==> src/rtl/video_timing_pkg.sv <==
// Shared timing definitions for the video raster generator: mode sets,
// stream FSM encoding and counter width.
package video_timing_pkg;

   localparam int unsigned CNT_W = 12;

   typedef struct packed {
      int unsigned active;
      int unsigned fp;
      int unsigned sync;
      int unsigned bp;
   } axis_timing_t;

   typedef struct packed {
      axis_timing_t h;
      axis_timing_t v;
   } video_mode_t;

   localparam video_mode_t MODE_640X480_60 = '{
      h: '{640, 16, 96, 48},
      v: '{480, 10, 2, 33}
   };

   localparam video_mode_t MODE_1280X720_60 = '{
      h: '{1280, 110, 40, 220},
      v: '{720, 5, 5, 20}
   };

   typedef enum logic {
      StSeek = 1'b0,
      StLock = 1'b1
   } stream_state_e;

   function automatic int unsigned axis_total(axis_timing_t t);
      return t.active + t.fp + t.sync + t.bp;
   endfunction

endpackage

==> src/rtl/video_timing_counter.sv <==
// Raster position counters (hc/vc) with active, sync and origin decode.
module video_timing_counter
   import video_timing_pkg::*;
#(
   parameter int unsigned H_ACTIVE = MODE_640X480_60.h.active,
   parameter int unsigned H_FP     = MODE_640X480_60.h.fp,
   parameter int unsigned H_SYNC   = MODE_640X480_60.h.sync,
   parameter int unsigned H_BP     = MODE_640X480_60.h.bp,
   parameter int unsigned V_ACTIVE = MODE_640X480_60.v.active,
   parameter int unsigned V_FP     = MODE_640X480_60.v.fp,
   parameter int unsigned V_SYNC   = MODE_640X480_60.v.sync,
   parameter int unsigned V_BP     = MODE_640X480_60.v.bp
) (
   input  logic clk,
   input  logic rstn,
   input  logic en,
   output logic active,
   output logic hsync_act,
   output logic vsync_act,
   output logic origin
);

   localparam axis_timing_t H_TIM = '{H_ACTIVE, H_FP, H_SYNC, H_BP};
   localparam axis_timing_t V_TIM = '{V_ACTIVE, V_FP, V_SYNC, V_BP};

   localparam logic [CNT_W-1:0] H_ACT  = CNT_W'(H_ACTIVE);
   localparam logic [CNT_W-1:0] H_SS   = CNT_W'(H_ACTIVE + H_FP);
   localparam logic [CNT_W-1:0] H_SE   = CNT_W'(H_ACTIVE + H_FP + H_SYNC);
   localparam logic [CNT_W-1:0] H_LAST = CNT_W'(axis_total(H_TIM) - 1);
   localparam logic [CNT_W-1:0] V_ACT  = CNT_W'(V_ACTIVE);
   localparam logic [CNT_W-1:0] V_SS   = CNT_W'(V_ACTIVE + V_FP);
   localparam logic [CNT_W-1:0] V_SE   = CNT_W'(V_ACTIVE + V_FP + V_SYNC);
   localparam logic [CNT_W-1:0] V_LAST = CNT_W'(axis_total(V_TIM) - 1);

   logic [CNT_W-1:0] hc;
   logic [CNT_W-1:0] vc;

   // Disabled raster parks at the origin so the first enabled cycle is (0,0).
   always_ff @(posedge clk or negedge rstn) begin
      if (!rstn) begin
         hc <= '0;
         vc <= '0;
      end else if (!en) begin
         hc <= '0;
         vc <= '0;
      end else if (hc == H_LAST) begin
         hc <= '0;
         vc <= (vc == V_LAST) ? '0 : vc + 1'b1;
      end else begin
         hc <= hc + 1'b1;
      end
   end

   always_comb begin
      active    = (hc < H_ACT) && (vc < V_ACT);
      hsync_act = (hc >= H_SS) && (hc < H_SE);
      vsync_act = (vc >= V_SS) && (vc < V_SE);
      origin    = (hc == '0) && (vc == '0);
   end

endmodule

==> src/rtl/video_stream_timing.sv <==
// Video timing generator that locks a valid/ready pixel stream to the raster,
// filling underflow and framing-error slots with a background colour.
module video_stream_timing
   import video_timing_pkg::*;
#(
   parameter int unsigned H_ACTIVE = MODE_640X480_60.h.active,
   parameter int unsigned H_FP     = MODE_640X480_60.h.fp,
   parameter int unsigned H_SYNC   = MODE_640X480_60.h.sync,
   parameter int unsigned H_BP     = MODE_640X480_60.h.bp,
   parameter int unsigned V_ACTIVE = MODE_640X480_60.v.active,
   parameter int unsigned V_FP     = MODE_640X480_60.v.fp,
   parameter int unsigned V_SYNC   = MODE_640X480_60.v.sync,
   parameter int unsigned V_BP     = MODE_640X480_60.v.bp,
   parameter logic        HS_POL   = 1'b0,
   parameter logic        VS_POL   = 1'b0,
   parameter logic [23:0] BG_COLOR = 24'h000000
) (
   input  logic        clk,
   input  logic        rstn,
   input  logic        en,
   input  logic [23:0] s_data,
   input  logic        s_valid,
   input  logic        s_sof,
   output logic        s_ready,
   output logic [23:0] video_din,
   output logic        video_hsync,
   output logic        video_vsync,
   output logic        video_de,
   output logic        frame_start,
   output logic        underflow,
   output logic        sync_err
);

   logic          active;
   logic          hsync_act;
   logic          vsync_act;
   logic          origin;
   stream_state_e state;

   video_timing_counter #(
      .H_ACTIVE (H_ACTIVE),
      .H_FP     (H_FP),
      .H_SYNC   (H_SYNC),
      .H_BP     (H_BP),
      .V_ACTIVE (V_ACTIVE),
      .V_FP     (V_FP),
      .V_SYNC   (V_SYNC),
      .V_BP     (V_BP)
   ) u_counter (
      .clk       (clk),
      .rstn      (rstn),
      .en        (en),
      .active    (active),
      .hsync_act (hsync_act),
      .vsync_act (vsync_act),
      .origin    (origin)
   );

   // SEEK drains non-sof beats freely but parks a sof beat until the origin.
   always_comb begin
      s_ready = 1'b0;
      if (rstn && en) begin
         if (state == StSeek) begin
            s_ready = !s_sof || origin;
         end else begin
            s_ready = active;
         end
      end
   end

   always_ff @(posedge clk or negedge rstn) begin
      if (!rstn) begin
         state       <= StSeek;
         video_din   <= '0;
         video_de    <= 1'b0;
         video_hsync <= ~HS_POL;
         video_vsync <= ~VS_POL;
         frame_start <= 1'b0;
         underflow   <= 1'b0;
         sync_err    <= 1'b0;
      end else if (!en) begin
         state       <= StSeek;
         video_din   <= '0;
         video_de    <= 1'b0;
         video_hsync <= ~HS_POL;
         video_vsync <= ~VS_POL;
         frame_start <= 1'b0;
         underflow   <= 1'b0;
         sync_err    <= 1'b0;
      end else begin
         video_de    <= active;
         video_hsync <= hsync_act ? HS_POL : ~HS_POL;
         video_vsync <= vsync_act ? VS_POL : ~VS_POL;
         frame_start <= origin;
         underflow   <= 1'b0;
         sync_err    <= 1'b0;
         video_din   <= active ? BG_COLOR : '0;
         unique case (state)
            StSeek: begin
               if (s_valid && s_sof && origin) begin
                  video_din <= s_data;
                  state     <= StLock;
               end
            end
            StLock: begin
               if (active) begin
                  if (!s_valid) begin
                     underflow <= 1'b1;
                  end else if (s_sof != origin) begin
                     sync_err <= 1'b1;
                     state    <= StSeek;
                  end else begin
                     video_din <= s_data;
                  end
               end
            end
         endcase
      end
   end

endmodule
==> config.mk <==
export PLATFORM = sky130hd
export DESIGN_NAME = video_stream_timing
export DESIGN_NICKNAME = d
export VERILOG_FILES = /design/src/rtl/video_timing_pkg.sv /design/src/rtl/video_timing_counter.sv /design/src/rtl/video_stream_timing.sv
export SDC_FILE = /design/constraint.sdc
export NUM_CORES = 1
export LEC_CHECK = 0
export CORE_AREA = 5 5 110 81
export DETAILED_ROUTE_END_ITERATION = 16
export DIE_AREA = 0 0 115 86
export MAX_ROUTING_LAYER = met4
export PLACE_DENSITY = 0.68
export SLEW_MARGIN = 20
export SYNTH_ARGS = -nofsm -noshare
export SYNTH_HDL_FRONTEND = slang
export SYNTH_HIERARCHICAL = 1
export SYNTH_SLANG_ARGS = --single-unit
==> constraint.sdc <==
create_clock -name clk -period 4.35 [get_ports clk]
set_input_delay 0.87 -clock clk [delete_from_list [all_inputs] [get_ports clk]]
set_output_delay 0.87 -clock clk [all_outputs]
set_load 0.005 [all_outputs]
==> results of run 1 <==
==> metrics by stage <==
stage / power, mW / util, % / cells / setup WS [ps] / hold WS [ps]
after CTS: 1.05 / 48.2 / 447 / 704 / 538
after global placement: 0.721 / 46.9 / 440 / 1070 / 506
after floorplan: 0.646 / - / 297 / 1480 / 487
after detailed placement: 0.724 / 46.9 / 440 / 1040 / 523
after global routing: 1.09 / 48.2 / 447 / 514 / 578
final: 1.04 / 48.2 / 447 / 728 / 542
==> routing by layer <==
metal / global-route usage (%) / up-vias / routed length, um
li1: - / 1192 / -
met1: 23.7 / 1243 / 3610
met2: 22.0 / 57 / 3370
met3: 2.75 / 4 / 287
met4: 3.20 / 0 / 59
met5: - / - / 0
==> flip-flops by register name, summed over array words and instances (netlist names) <==
register	cells
video_de	1
video_hsync	1
sync_err	1
state	1
video_vsync	1
u_counter/hc	12
frame_start	1
u_counter/vc	12
underflow	1
video_din	24
==> cell usage in the layout, fill, tap and decap left out, drive strengths merged, types with 5 or more instances in the layout <==
cell type      count
nand4              7
buf                6
and3               5
o21ai              5
clkdlybuf4s50     58
xnor2              9
nor2              14
nand2             18
dfrtp             53
nor4               8
o31ai              5
inv               11
ha                 5
nand3             61
clkbuf             6
o22ai             26
nor3               6
and2               5
==> cells by family (layout without fill, tap and decap cells) <==
| family | Yosys count | after routing | synth area share [%] |
|---|---|---|---|
| AOI/OAI and AO/OA | 49 | 49 | 15.3 |
| xor gates and xnor gates | 12 | 12 | 3.52 |
| and+or+nand+nor | 143 | 143 | 27.0 |
| adders and majority gates | 5 | 5 | 2.09 |
| buffers and inverters | 33 | 82 | 5.95 |
| DFF | 55 | 55 | 46.1 |
==> area by class of cell <==
| cell class | instances | share of cell area (%) |
|---|---|---|
| Clock buffer | 6 | 1.95 |
| Clock inverter | 1 | 0.808 |
| Inverter | 11 | 1.11 |
| Multi-Input combinational cell | 209 | 38.8 |
| Sequential cell | 55 | 37.1 |
| Tap cell | 101 | 3.40 |
| Timing Repair Buffer | 64 | 16.8 |
==> worst max-delay path: cells and delay by family, from the launching register on <==
family,cells,cell delay (ps)
DFF,1,440
buffers and inverters,2,600
AOI/OAI and AO/OA,1,150
and+or+nand+nor,4,1100
adders and majority gates,1,180
==> worst max path at each step <==
stage | start | endpoint | slack [ps]
final | u_counter/vc[6]$_DFFE_PN0P_ | s_ready | 730
after floorplan | u_counter/vc[8]$_DFFE_PN0P_ | s_ready | 1480
after CTS | u_counter/vc[6]$_DFFE_PN0P_ | s_ready | 700
after global routing | u_counter/vc[6]$_DFFE_PN0P_ | s_ready | 510
after global placement | u_counter/vc[6]$_DFFE_PN0P_ | s_ready | 1070
after detailed placement | s_sof | s_ready | 1040
==> power by group <==
group / internal (mW) / switching, mW
logic: 0.0807 / 0.0914
registers: 0.526 / 0.0148
clock network: 0.169 / 0.160
total: 0.776 / 0.266
==> results_dict.tcl, run 1 <==
set metrics [dict create \
    design_area_um2 3710 \
    p_leak_nw 1.48 \
    syn_area_per_cell_um2 10.1 \
    drv_cap 0 \
    worst-r2r-cell-count 7 \
    period_needed_ps 3620 \
    gp_congestion 0.834 \
    firstDrtPassIters 5 \
    grt_pass1_wl_um 12200 \
    die_h_um 86 \
    worst_clock_skew_ps 9.25 \
    yosysSeqAreaShare_pct 46.1 \
    cp_slowest_cell "clkdlybuf4s50_1" \
    yosysUniqueCellTypes 47 \
    synth_seq_cells 55 \
    dp_hpwl_um 5060 \
    relSlewSlack_pct 53.7 \
    end_kind "output port" \
    fin_tns_setup_ps 0 \
    final_hold_viol_count 0 \
    ys_top_cells_by_area "dfrtp_1, nand3_1, o22ai_2" \
    antenna_found_initial 0 \
    finalSetupViolations 0 \
    grt_usage_pct 15.7 \
    ir_drop_v 0.000220 \
    io_buffers 59 \
    ios 60 \
    grt.overflow.total 0 \
    vias 2496 \
    synth_ff_type "dfrtp_1" \
    synth_top_cell_by_area "dfrtp_1" \
    postCtsSetupRepairBufs 0 \
    dieArea_um2 9890 \
    drc 0 \
    fmax_mhz 276 \
    holdBufCountCts 0 \
    min_period_over_period_pct 83.3 \
    hold_path.class "flip-flop to flip-flop" \
    multiInputGateArea_um2 1440 \
    status "complete, no violations" \
    cp.required_ps 3480 \
    cts_tree "done" \
    die_w_um 115 \
    area_growth_pct 24.3 \
    avgViaCountPerCell 5.58 \
    cts_max_level 2 \
    syn_inst 297 \
    grt_pass1_vias 2298 \
    r2r_slack_ps 1830 \
    post_cts_resized 0 \
    timing.rr.start "u_counter/vc[6]$_DFFE_PN0P_" \
    numClockSinks 55 \
    grt_max_degree 56 \
    worstSetupPathType "flip-flop to output port" \
    seqCellArea_um2 1380 \
    min_to "u_counter/hc[0]$_DFF_PN0_" \
    synth_top_area_share_pct 44.4 \
    hold_depth 1 \
    postPlaceCellArea_um2 3610 \
    cts_buffers 5 \
    wire_per_inst_um 16.4 \
    dr.first_iter.drc_count 145 \
    cpPeakStageDelay_ps 520 \
    cts_buffer_depth 2 \
    critical_path.cell_chain "nor4_1, nand4_1, nor4_2, inv_1, ha_1, or2_1, a21oi_1, clkdlybuf4s50_1" \
    drive_above_1_share_pct 12.4 \
    rsz0062_at_grt "false" \
    diodes 0 \
    initial_core_util_pct 38.8 \
    crit_fanout 6 \
    totalWireLength_um 7320 \
    rr_endpoint "video_din[15]$_DFF_PN0_" \
    cts_root_buf "clkbuf_8" \
    synthArstFlopShare_pct 100 \
    ant_nets 0 \
    min_from "u_counter/hc[0]$_DFF_PN0_" \
    worst_setup_path_start_kind "flip-flop" \
    drv_slew 0 \
    fillCellCount 694 \
    synth_edf_count 0 \
    synth_common_cells "nand3_1, dfrtp_1, o22ai_2" \
    synth_nets 331 \
    power_density_nw_per_um2 280 \
    core_um2 7700 \
    yosysMostFrequentCell "nand3_1" \
    critPathArrivalTime_ps 2750 \
    yosys_warnings 6 \
    clkLatencyLatePin_ps 300 \
    clk_pin_slew_ps 90 \
    syn_area_um2 2990 \
    worst_pin_slew_ps 695 \
    rows 27 \
    nets 380 \
]
No activity file was read; power rests on OpenSTA's default activity.
==> run 2: changes to the inputs <==
==> constraint.sdc (replaced) <==
create_clock -name clk -period 3.5 [get_ports clk]
set_input_delay 0.7 -clock clk [delete_from_list [all_inputs] [get_ports clk]]
set_output_delay 0.7 -clock clk [all_outputs]
set_load 0.005 [all_outputs]
==> run 2 against run 1 <==
Clock power grew 15%. Wire length grew 3.0%. First-iteration DRC count shrank 2.1%. Combinational power grew 27%. Cell area grew 1.8%. Register-to-register slack lost 810 ps. Cell count grew 1.1%. Critical path depth grew 2. Sequential share of layout area shrank 0.58 points. Critical path type unchanged. Largest power group unchanged.
==> results_dict.tcl, run 2 (same netlist as run 1, synthesis figures left out) <==
set metrics [dict create \
    status "complete, no violations" \
    pre_cts_ws_ps 379 \
    r2r_slack_ps 1020 \
    fin_tns_setup_ps 0 \
    power_density_nw_per_um2 336 \
    largest_reg_flops 24 \
    initial_core_util_pct 38.8 \
    cts_buffers 5 \
    cts_tree "done" \
    cp.required_ps 2800 \
    clkPwrFrac_pct 29.7 \
    diodes 0 \
    critical_path.startpoint "u_counter/vc[0]$_DFFE_PN0P_" \
    numClockSinks 55 \
    p_sw_share_pct 27.6 \
    ant_nets 0 \
    dieArea_um2 9890 \
    rsz0062_at_grt "false" \
    core_um2 7700 \
    intPower_mw 0.920 \
    finalSetupViolations 0 \
    worst_clock_skew_ps 8.25 \
    dp_hpwl_um 5170 \
    wire_per_inst_um 16.7 \
    avgViaCountPerCell 5.54 \
    critPathCapture "s_ready" \
    nets 384 \
    rows 27 \
    gp_congestion 0.858 \
    area_growth_pct 26.5 \
    timing.rr.start "u_counter/vc[0]$_DFFE_PN0P_" \
    final_common_cell "nand3_1" \
    vias 2504 \
    holdBufCountCts 0 \
    fin_ws_ps 411 \
    clkLatencyLatePin_ps 310 \
    cts_max_level 2 \
    worst_setup_path_start_kind "flip-flop" \
    firstDrtPassIters 4 \
    grt_max_degree 56 \
    largest_register "video_din" \
    p_leak_nw 1.53 \
    end_kind "output port" \
    most-common-layout-cells "nand3_1, clkdlybuf4s50_1, dfrtp_1" \
    finalPower_mw 1.27 \
    die_w_um 115 \
    fmax_mhz 324 \
    worstSetupPathType "flip-flop to output port" \
    ir_drop_v 0.000188 \
    pwr-share-comb_pct 17.2 \
    totalWireLength_um 7540 \
    reg_top3 "video_din x24, u_counter/hc x12, u_counter/vc x12" \
    seqPwrFrac_pct 53.0 \
    grt_usage_pct 16.0 \
    clk_pin_slew_ps 90 \
    drive_above_1_share_pct 15.7 \
    min_period_over_period_pct 88.3 \
    relSlewSlack_pct 54.2 \
    design_area_um2 3780 \
    ios 60 \
    cts_buffer_depth 2 \
    final_core_util_pct 49.1 \
    io_buffers 59 \
    dr.first_iter.drc_count 142 \
    cts_root_buf "clkbuf_8" \
    worst-r2r-cell-count 9 \
    drv_slew 0 \
    rr_endpoint "video_din[22]$_DFF_PN0_" \
    hold_path.class "flip-flop to flip-flop" \
    grt_pass1_wl_um 12400 \
    drv_cap 0 \
    grt.overflow.total 0 \
    crit_fanout 5 \
    antenna_found_initial 0 \
    grt_pass1_vias 2404 \
    die_h_um 86 \
    critPathArrivalTime_ps 2390 \
    drc 0 \
    period_needed_ps 3090 \
    switchingPower_mw 0.351 \
    final_hold_viol_count 0 \
    postPlaceCellArea_um2 3620 \
    worst_pin_slew_ps 687 \
]
[run 2: changes by cell type in the layout (fill, tap and decap cells not counted), sizes merged]
| cell | delta |
|---|---|
| buf | +4 |
| bufinv | -1 |
| clkdlybuf4s50 | -1 |
| clkinv | +1 |
| clkinvlp | +1 |
| dlymetal6s2s | +1 |
[run 2: layout make-up]
type | count | area (um^2)
Tap cell | 101 | 126
Sequential cell | 55 | 1380
Fill cell | 732 | 3920
Multi-Input combinational cell | 209 | 1480
Inverter | 11 | 41.3
Clock inverter | 2 | 16.3
Timing Repair Buffer | 68 | 656
Clock buffer | 6 | 82.6
[run 2: how the worst min path moves through the flow]
| stage | start | end | slack [ps] | cells past startpoint |
|---|---|---|---|---|
| detailed placement | u_counter/vc[8]$_DFFE_PN0P_ | u_counter/vc[8]$_DFFE_PN0P_ | 530 | 1 |
| CTS | u_counter/vc[8]$_DFFE_PN0P_ | u_counter/vc[8]$_DFFE_PN0P_ | 540 | 1 |
| global route | u_counter/hc[0]$_DFF_PN0_ | u_counter/hc[0]$_DFF_PN0_ | 510 | 1 |
| floorplan | rstn | frame_start$_DFF_PN0_ | 400 | 0 |
| finish | u_counter/hc[0]$_DFF_PN0_ | u_counter/hc[0]$_DFF_PN0_ | 490 | 1 |
| global placement | u_counter/hc[0]$_DFF_PN0_ | u_counter/hc[0]$_DFF_PN0_ | 510 | 1 |
[run 2: critical path: stages (launching register included)]
cell and delay [ps]:
dfrtp_1 440, inv_1 80, ha_1 150, nor2b_2 190, nand4_1 170, nor4_4 320
inv_1 70, ha_1 170, or2_1 200, a21oi_1 140, dlymetal6s2s_1 150
[run 2: layer usage]
layer / share of wire (%) / global-route usage (%) / up-vias
li1: - / - / 1197
met3: 4.8 / 2.54 / 7
met2: 46 / 22.8 / 65
met1: 48 / 23.6 / 1235
met4: 1.0 / 3.84 / 0
met5: 0 / - / -
[run 2: repair_timing]
action | CTS | global route
resized for setup | 0 | 9
endpoints found under the setup margin | 0 | 1
buffers inserted | 0 | 3
[run 2: power by group through the flow]
stage / Clock (mW) / Combinational (mW) / Sequential, mW
after global routing: 0.413 / 0.241 / 0.677
final: 0.378 / 0.219 / 0.674
after detailed placement: 0 / 0.215 / 0.686
after floorplan: 0 / 0.127 / 0.676
after CTS: 0.388 / 0.216 / 0.673
after global placement: 0 / 0.213 / 0.684
[run 2: stage by stage]
| stage | hold slack (ps) | std cells |
|---|---|---|
| floorplan | 404 | 297 |
| global placement | 506 | 441 |
| detailed placement | 529 | 441 |
| CTS | 540 | 449 |
| global route | 507 | 452 |
| finish | 488 | 452 |
==> run 3: changes to the inputs <==
--- a/config.mk
+++ b/config.mk
@@ -8,6 +8,7 @@
 export CORE_AREA = 5 5 110 81
 export DETAILED_ROUTE_END_ITERATION = 16
 export DIE_AREA = 0 0 115 86
+export GPL_TIMING_DRIVEN = 0
 export MAX_ROUTING_LAYER = met4
 export PLACE_DENSITY = 0.68
 export SLEW_MARGIN = 20
==> constraint.sdc (replaced) <==
create_clock -name clk -period 3.8 [get_ports clk]
set_input_delay 0.76 -clock clk [delete_from_list [all_inputs] [get_ports clk]]
set_output_delay 0.76 -clock clk [all_outputs]
set_load 0.005 [all_outputs]
==> run 3 against run 2 <==
Hold slack worse by 6.2 ps. Critical path depth is 1 higher. Clock power is 16% lower. Wire length is 1.1% lower. Non-clock buffer count is 13 higher. Largest cell class unchanged. Largest power group unchanged.
==> results_dict.tcl, run 3 (same netlist as run 1, synthesis figures left out) <==
set metrics [dict create \
    p_leak_nw 1.54 \
    pre_cts_ws_ps 145 \
    ios 60 \
    numClockSinks 55 \
    relSlewSlack_pct 52.1 \
    vias 2510 \
    path_buf_inv 4 \
    status "complete, no violations" \
    r2r_slack_ps 1380 \
    die_h_um 86 \
    cts_buffer_depth 2 \
    ant_nets 0 \
    final_cells 465 \
    dp.cells 456 \
    cts_buffers 5 \
    finalSetupViolations 0 \
    timing.rr.start "u_counter/hc[0]$_DFF_PN0_" \
    area_growth_pct 27.3 \
    end_kind "output port" \
    rows 27 \
    design_area_um2 3800 \
    min_period_over_period_pct 94.0 \
    hold_ws_ps 482 \
    fin_ws_ps 228 \
    gp_congestion 0.868 \
    final_core_util_pct 49.4 \
    worst_clock_skew_ps 9.11 \
    drive_above_1_share_pct 16.2 \
    final_hold_viol_count 0 \
    critical_path.cell_chain "inv_1, ha_1, nor4b_1, nand4_1, nor4_2, buf_4, inv_1, ha_1, or2_1, a21oi_1, clkdlybuf4s50_1" \
    cts_max_level 2 \
    rr_endpoint "video_din[11]$_DFF_PN0_" \
    worst_setup_path_start_kind "flip-flop" \
    ir_drop_v 0.000180 \
    cts_tree "done" \
    die_w_um 115 \
    grt_pass1_vias 2395 \
    reg_top3 "video_din x24, u_counter/hc x12, u_counter/vc x12" \
    cp.required_ps 3040 \
    fin_tns_setup_ps 0 \
    drv_cap 0 \
    grt_usage_pct 16.0 \
    drc 0 \
    rsz0062_at_grt "false" \
    io_buffers 58 \
    antenna_found_initial 0 \
    most-common-layout-cells "nand3_1, clkdlybuf4s50_1, dfrtp_1" \
    avgViaCountPerCell 5.40 \
    nets 397 \
    worst_pin_slew_ps 719 \
    crit_fanout 6 \
    wire_per_inst_um 16.0 \
    cpPeakStageDelay_ps 540 \
    clk_pin_slew_ps 90 \
    core_um2 7700 \
    totalWireLength_um 7450 \
    holdBufCountCts 0 \
    cp_slowest_cell "clkdlybuf4s50_1" \
    cpLargestDelayFamily "buffers and inverters" \
    worst-r2r-cell-count 11 \
    clkLatencyLatePin_ps 300 \
    fmax_mhz 280 \
    dieArea_um2 9890 \
    period_needed_ps 3570 \
    grt_pass1_wl_um 12300 \
    hold_path.class "input pin to asynchronous set/reset pin" \
    firstDrtPassIters 5 \
    cts_root_buf "clkbuf_8" \
    initial_core_util_pct 38.8 \
    dr.first_iter.drc_count 127 \
    largest_reg_flops 24 \
    grt_max_degree 57 \
    dp_hpwl_um 5480 \
    grt.overflow.total 0 \
    worstSetupPathType "flip-flop to output port" \
    postPlaceCellArea_um2 3690 \
    final_common_cell "nand3_1" \
    finalPower_mw 1.15 \
    drv_slew 0 \
    critPathArrivalTime_ps 2810 \
    power_density_nw_per_um2 304 \
    largest_register "video_din" \
    diodes 0 \
]
run 3: changes by cell type in the layout (fill, tap and decap cells not counted), sizes merged:
cell          previous run  this run
buf                     10        21
clkbuf                   6         9
dlymetal6s2s             1         0
run 3: worst register-to-register path: stages (launching register included):
cell,delay [ps]
dfrtp_1,440
inv_1,80
ha_1,140
nor4b_1,290
nand4_1,150
nor4_2,190
buf_4,170
inv_1,40
ha_1,330
nand3_4,140
buf_6,210
o22ai_2,180
run 3: area by class of cell:
class	instances	area, um^2
fill	726	3900
multi-input combinational	209	1440
sequential	55	1380
timing repair buffer	60	593
buffer	21	134
tap	101	126
clock buffer	6	72.6
inverter	11	41.3
clock inverter	2	12.5
run 3: worst max-delay path by stage:
| stage | startpoint | endpoint | slack (ps) | depth (start not counted) |
|---|---|---|---|---|
| floorplan | u_counter/vc[8]$_DFFE_PN0P_ | s_ready | 1040 | 9 |
| global placement | rstn | s_ready | -910 | 4 |
| detailed placement | u_counter/vc[8]$_DFFE_PN0P_ | s_ready | 140 | 10 |
| CTS | u_counter/hc[0]$_DFF_PN0_ | s_ready | 90 | 11 |
| global route | u_counter/hc[0]$_DFF_PN0_ | s_ready | 9 | 11 |
| finish | u_counter/hc[0]$_DFF_PN0_ | s_ready | 230 | 11 |
run 3: per-layer routing:
metal	part of all wire, %	GRT usage, %
met5	0	-
met2	45	22.5
met1	48	23.5
met3	5.5	3.17
met4	1.1	4.05
run 3: repair_timing:
item                                    CTS  global route
endpoints found under the setup margin    1             1
resized for setup                         3             0
setup buffers                             0             2
run 3: power by group:
part           internal [mW]  total, mW  switching [mW]
registers              0.602      0.611         0.00902
logic                  0.106      0.224           0.118
clock network          0.129      0.319           0.190
total                  0.838       1.15           0.317
